## src/rtl/fsm_seq_gen.sv

```systemverilog
// fsm_seq_gen - programmable pattern sequencer.
//
// Steps through a small pattern memory from index 0 up to a latched final
// index. In continuous mode it wraps, and in one-shot mode it halts on the
// last word. A done pulse marks the end of each pass. The pattern memory can
// be written at any time. A read and a write to the same word on the same
// edge return the old word.
//
// Optional feature: define FSM_SEQ_REV_EN to add the dir input. With dir=1
// latched at start, the sequence runs from the final index down to 0.
//
// Parameters
//   WIDTH  pattern word width (>=1)
//   DEPTH  pattern memory depth / maximum step count (>=2)
// Ports
//   clk      in   clock, rising edge
//   clr      in   asynchronous active-low reset (state and pattern memory)
//   start    in   begin a pass at the first step (IDLE or HALT only)
//   stop     in   abort to IDLE; wins over start and over done
//   mode     in   0 = continuous wrap, 1 = one-shot (latched at start)
//   dir      in   (FSM_SEQ_REV_EN only) 1 = count down (latched at start)
//   last     in   final step index (latched at start, clamped to DEPTH-1)
//   wr_en    in   pattern memory write strobe
//   wr_addr  in   pattern memory write address (>= DEPTH ignored)
//   wr_data  in   pattern word to write
//   x        out  registered pattern word
//   idx      out  current step index
//   busy     out  high while in RUN
//   done     out  one-cycle pulse after the final step of a pass
module fsm_seq_gen #(
  parameter int WIDTH = 1,
  parameter int DEPTH = 4,
  localparam int AW = $clog2(DEPTH)
) (
  input  logic             clk,
  input  logic             clr,
  input  logic             start,
  input  logic             stop,
  input  logic             mode,
`ifdef FSM_SEQ_REV_EN
  input  logic             dir,
`endif
  input  logic [AW-1:0]    last,
  input  logic             wr_en,
  input  logic [AW-1:0]    wr_addr,
  input  logic [WIDTH-1:0] wr_data,
  output logic [WIDTH-1:0] x,
  output logic [AW-1:0]    idx,
  output logic             busy,
  output logic             done
);

  localparam logic [1:0] S_IDLE = 2'd0;
  localparam logic [1:0] S_RUN  = 2'd1;
  localparam logic [1:0] S_HALT = 2'd2;

  localparam logic [1:0] ACT_HOLD = 2'd0;
  localparam logic [1:0] ACT_IDLE = 2'd1;
  localparam logic [1:0] ACT_LOAD = 2'd2;

  localparam logic [AW:0]   DEPTH_W  = (AW+1)'(DEPTH);
  localparam logic [AW-1:0] LAST_MAX = AW'(DEPTH - 1);

  logic [1:0]       state_q, state_d;
  logic [AW-1:0]    idx_q, idx_d;
  logic [WIDTH-1:0] x_q, x_d;
  logic             busy_q, busy_d;
  logic             done_q, done_d;
  logic             mode_q, mode_d;
  logic [AW-1:0]    last_q, last_d;
  logic             dir_q, dir_d;

  logic [WIDTH-1:0] mem_q [DEPTH];

  logic             dir_in_s;
  logic [AW-1:0]    last_clamp_s;
  logic [AW-1:0]    load_idx_s;
  logic [AW-1:0]    term_idx_s;
  logic [AW-1:0]    wrap_idx_s;
  logic [AW-1:0]    step_idx_s;
  logic [1:0]       act_s;

`ifdef FSM_SEQ_REV_EN
  assign dir_in_s = dir;
`else
  assign dir_in_s = 1'b0;
`endif

  // Out-of-range final index only occurs when DEPTH is not a power of two.
  assign last_clamp_s = ({1'b0, last} >= DEPTH_W) ? LAST_MAX : last;

  // Direction decides which end a pass starts from, ends at and wraps to.
  assign load_idx_s = dir_in_s ? last_clamp_s : {AW{1'b0}};
  assign term_idx_s = dir_q ? {AW{1'b0}} : last_q;
  assign wrap_idx_s = dir_q ? last_q : {AW{1'b0}};
  assign step_idx_s = dir_q ? (idx_q - AW'(1)) : (idx_q + AW'(1));

  // Next-state logic: select an action per state, then apply it.
  always_comb begin
    state_d = state_q;
    idx_d   = idx_q;
    x_d     = x_q;
    done_d  = 1'b0;
    mode_d  = mode_q;
    last_d  = last_q;
    dir_d   = dir_q;
    act_s   = ACT_HOLD;

    case (state_q)
      S_IDLE: begin
        if (stop) begin
          act_s = ACT_IDLE;
        end else if (start) begin
          act_s = ACT_LOAD;
        end else begin
          act_s = ACT_IDLE;
        end
      end
      S_RUN: begin
        // start is deliberately not looked at while running.
        if (stop) begin
          act_s = ACT_IDLE;
        end else if (idx_q == term_idx_s) begin
          done_d = 1'b1;
          if (mode_q) begin
            // One-shot: x and idx keep the final word and index.
            state_d = S_HALT;
          end else begin
            idx_d = wrap_idx_s;
            x_d   = mem_q[wrap_idx_s];
          end
        end else begin
          idx_d = step_idx_s;
          x_d   = mem_q[step_idx_s];
        end
      end
      S_HALT: begin
        if (stop) begin
          act_s = ACT_IDLE;
        end else if (start) begin
          act_s = ACT_LOAD;
        end else begin
          act_s = ACT_HOLD;
        end
      end
      default: begin
        act_s = ACT_IDLE;
      end
    endcase

    case (act_s)
      ACT_IDLE: begin
        state_d = S_IDLE;
        idx_d   = {AW{1'b0}};
        x_d     = {WIDTH{1'b0}};
        done_d  = 1'b0;
      end
      ACT_LOAD: begin
        state_d = S_RUN;
        mode_d  = mode;
        last_d  = last_clamp_s;
        dir_d   = dir_in_s;
        idx_d   = load_idx_s;
        x_d     = mem_q[load_idx_s];
      end
      default: begin
        act_s = ACT_HOLD;
      end
    endcase

    busy_d = (state_d == S_RUN);
  end

  // Control and output registers.
  always_ff @(posedge clk or negedge clr) begin
    if (!clr) begin
      state_q <= S_IDLE;
      idx_q   <= {AW{1'b0}};
      x_q     <= {WIDTH{1'b0}};
      busy_q  <= 1'b0;
      done_q  <= 1'b0;
      mode_q  <= 1'b0;
      last_q  <= {AW{1'b0}};
      dir_q   <= 1'b0;
    end else begin
      state_q <= state_d;
      idx_q   <= idx_d;
      x_q     <= x_d;
      busy_q  <= busy_d;
      done_q  <= done_d;
      mode_q  <= mode_d;
      last_q  <= last_d;
      dir_q   <= dir_d;
    end
  end

  // Pattern memory. Reads above sample the old contents (read-before-write).
  always_ff @(posedge clk or negedge clr) begin
    if (!clr) begin
      for (int i = 0; i < DEPTH; i++) begin
        mem_q[i] <= {WIDTH{1'b0}};
      end
    end else if (wr_en && ({1'b0, wr_addr} < DEPTH_W)) begin
      mem_q[wr_addr] <= wr_data;
    end
  end

  assign x    = x_q;
  assign idx  = idx_q;
  assign busy = busy_q;
  assign done = done_q;

endmodule

```

## config.mk

```make
export PLATFORM = sky130hd
export DESIGN_NAME = fsm_seq_gen
export DESIGN_NICKNAME = d
export VERILOG_FILES = /design/src/rtl/fsm_seq_gen.sv
export SDC_FILE = /design/constraint.sdc
export NUM_CORES = 1
export LEC_CHECK = 0
export CORE_MARGIN = 2
export CORE_UTILIZATION = 51
export CTS_BUF_LIST = sky130_fd_sc_hd__clkbuf_4 sky130_fd_sc_hd__clkbuf_8
export DETAILED_ROUTE_END_ITERATION = 8
export GPL_TIMING_DRIVEN = 1
export PLACE_DENSITY = 0.8
export SYNTH_ARGS = -nofsm -noshare
export SYNTH_HDL_FRONTEND = slang
export SYNTH_SLANG_ARGS = --single-unit
export TNS_END_PERCENT = 5
```

## constraint.sdc

```tcl
create_clock -name clk -period 2.1 [get_ports clk]
set_clock_uncertainty 0.2 [all_clocks]
set_input_delay 0.315 -clock clk [delete_from_list [all_inputs] [get_ports clk]]
set_output_delay 0.315 -clock clk [all_outputs]
set_load 0.005 [all_outputs]
```

==> results.json <==
{
  "drtIter0Drc": 17,
  "grt_start_max_net_pins": 15,
  "num_vias": 615,
  "dp_hpwl_um": 1060,
  "cts.sinks": 14,
  "dp.cells": 106,
  "final_cell_count_no_fill": 110,
  "multiInputGateArea_sq_um": 378,
  "tightest_slew_ns": 0.628,
  "cts_made_buffers": 3,
  "synthFlopType": "dfrtp_1",
  "antenna_found_initial": 0,
  "maxCapViolCount": 0,
  "yosys_register_bits": 14,
  "path_max_fanout": 4,
  "gr-total-overflow": 0,
  "rows": 13,
  "synth_area_sq_um": 751,
  "crit_path_start_kind": "input pin",
  "place.gp.congestion": 0.738,
  "ys_types": 29,
  "cts_buffer_depth": 2,
  "dp_slack_ns": -0.248,
  "peakVddDrop_mv": 0.475,
  "synth-seq-area-share": 0.467,
  "drc": 0,
  "portBuffers": 15,
  "pin_count": 16,
  "post_drt_via_cell_ratio": 5.59,
  "ant_nets": 0,
  "synthArstFlopShare": 1.00,
  "antenna_cells": 0,
  "wl_um": 1450,
  "worst_slack_ns": 0.0900,
  "slew_viol_final": 0,
  "status": "finished clean",
  "grt_first_pass_wirelength_um": 2350,
  "finalPower_w": 0.000719,
  "seqCellArea_sq_um": 350,
  "grt_pass1_vias": 545,
  "clock_latency_ns": 0.28,
  "fin_area_sq_um": 990,
  "wl_per_cell_um": 13.1,
  "nets": 109,
  "arrival_ns": 2.00,
  "yosys-top-cells-area": "dfrtp_1 (47%), mux2_2 (9.0%), nand2_1 (4.0%)",
  "maxSlewHeadroom": 0.580,
  "core_area_sq_um": 1330,
  "synth_edf_count": 0,
  "start_util": 0.563,
  "cts_hold_buffers": 0,
  "htreeDepth": 1,
  "syn_nets": 87,
  "fill_cells": 101,
  "area_growth_syn_to_layout_pct": 31.8,
  "synth_cells": 74,
  "drive_gt1_frac": 0.232,
  "synth_top_area_cell": "dfrtp_1",
  "cts_root_buffer": "clkbuf_4",
  "reg2reg_slack_ns": 0.12,
  "fin_crit_ns": 2.01,
  "endpoint_kind": "register",
  "path_clk_slew_ns": 0.09,
  "fin_crit_sh": 0.957,
  "hold_class": "in2async",
  "dpl-instance-area_sq_um": 946,
  "p_leak_nw": 0.430,
  "syn_avg_cell_area_sq_um": 10.1,
  "crit_type": "in2reg",
  "dr.pass1.iters": 4,
  "cp.required_ns": 2.09,
  "grtUsageTotal": 0.177,
  "yosysWarnings": 0,
  "p_per_area_nw_per_um2": 727,
  "hold_viol_final": 0,
  "cts_tree": "done",
  "synth_top_cell_area_share": 0.467,
  "die_h_um": 42.4,
  "setup_violations": 0,
  "fmax_ghz": 0.498,
  "die_area_sq_um": 1790,
  "fp.dieW_um": 42.4
}
==> path summary, 6_finish.rpt <==
path                            start  cells past startpoint  endpoint
hold / removal                    clr                      1      done
min in group clk                    x                      2         x
max in group asynchronous         clr                      1  mem_q[0]
setup / recovery                start                      8         x
setup reg to reg           state_q[0]                      7         x
hold reg to reg                     x                      2         x
==> placed cells by master, fill, tap and decap left out <==
cell	count
nor2b_1	1
clkbuf_8	1
nor4_2	1
mux2_2	6
a22oi_1	1
mux2i_1	1
a21oi_1	2
or2_2	2
o211ai_1	1
nand3b_1	2
dfrtp_1	14
clkdlybuf4s50_1	15
a211o_2	1
o21ai_0	5
inv_1	3
nand2_1	8
buf_4	6
nor2_1	4
nor3b_1	3
o21bai_1	1
o21a_2	1
o32ai_2	1
a21boi_0	2
nand3_1	1
ha_1	2
o31ai_1	1
clkbuf_4	3
or3b_1	1
nor3_1	3
xor2_1	2
==> critical path: stages <==
cell and delay, ns:
clkdlybuf4s50_1 0.48, nor3_1 0.05, a211o_2 0.32, ha_1 0.34, nand2_1 0.08, o32ai_2 0.25, nand2_1 0.10, o31ai_1 0.07
==> flip-flops by register name (all words and copies together), names as in the netlist <==
register  flops
busy          1
done          1
idx           2
last_q        2
mem_q         4
mode_q        1
state_q       2
x             1
==> power breakdown <==
group | leakage (nW) | internal [W] | switching, W | total [W]
Combinational | 0.230 | 0.000101 | 0.0000877 | 0.000189
Clock | 0.0210 | 0.000105 | 0.0000875 | 0.000193
Sequential | 0.180 | 0.000310 | 0.0000279 | 0.000338
==> layer usage <==
layer,GRT usage,share of wire
met1,0.241,0.48
met2,0.271,0.48
met3,0.0388,0.041
met4,0.0750,0.0035
met5,0,0
==> cell usage after synthesis (all sizes together) (2+ instances only) <==
master	instances
nor3	3
clkbuf	3
a21boi	2
mux2	6
nand2	8
a21oi	2
nor3b	3
o21ai	5
dfrtp	14
or2	2
nor2	4
xor2	2
inv	3
nand3b	2
ha	2
==> metrics by stage <==
| stage | setup TNS [ns] | util | hold WS (ns) |
|---|---|---|---|
| after floorplan | 0 | - | -0.181 |
| after global placement | -0.353 | 0.709 | 0.271 |
| after detailed placement | -0.504 | 0.709 | 0.291 |
| after CTS | 0 | 0.736 | 0.232 |
| after global routing | -0.000139 | 0.742 | 0.272 |
| final | 0 | 0.742 | 0.220 |
==> layout make-up <==
class | instances | area share
Clock buffer | 4 | 0.0367
Inverter | 3 | 0.0114
Multi-Input combinational cell | 53 | 0.382
Sequential cell | 14 | 0.354
Tap cell | 15 | 0.0190
Timing Repair Buffer | 21 | 0.197
==> kinds of logic after synthesis <==
| logic type | Yosys count | synth area share |
|---|---|---|
| flops | 14 | 0.467 |
| fa+ha+maj | 2 | 0.0333 |
| compound gates | 16 | 0.143 |
| xor+xnor | 2 | 0.0233 |
| buf+inv | 7 | 0.0400 |
| simple gates | 26 | 0.190 |
| mux | 7 | 0.103 |
==> timing repair <==
item	CTS	global route
setup endpoints to repair	0	1
buffers inserted	0	0
resized for setup	0	1
(Power assumes the default switching activity.)
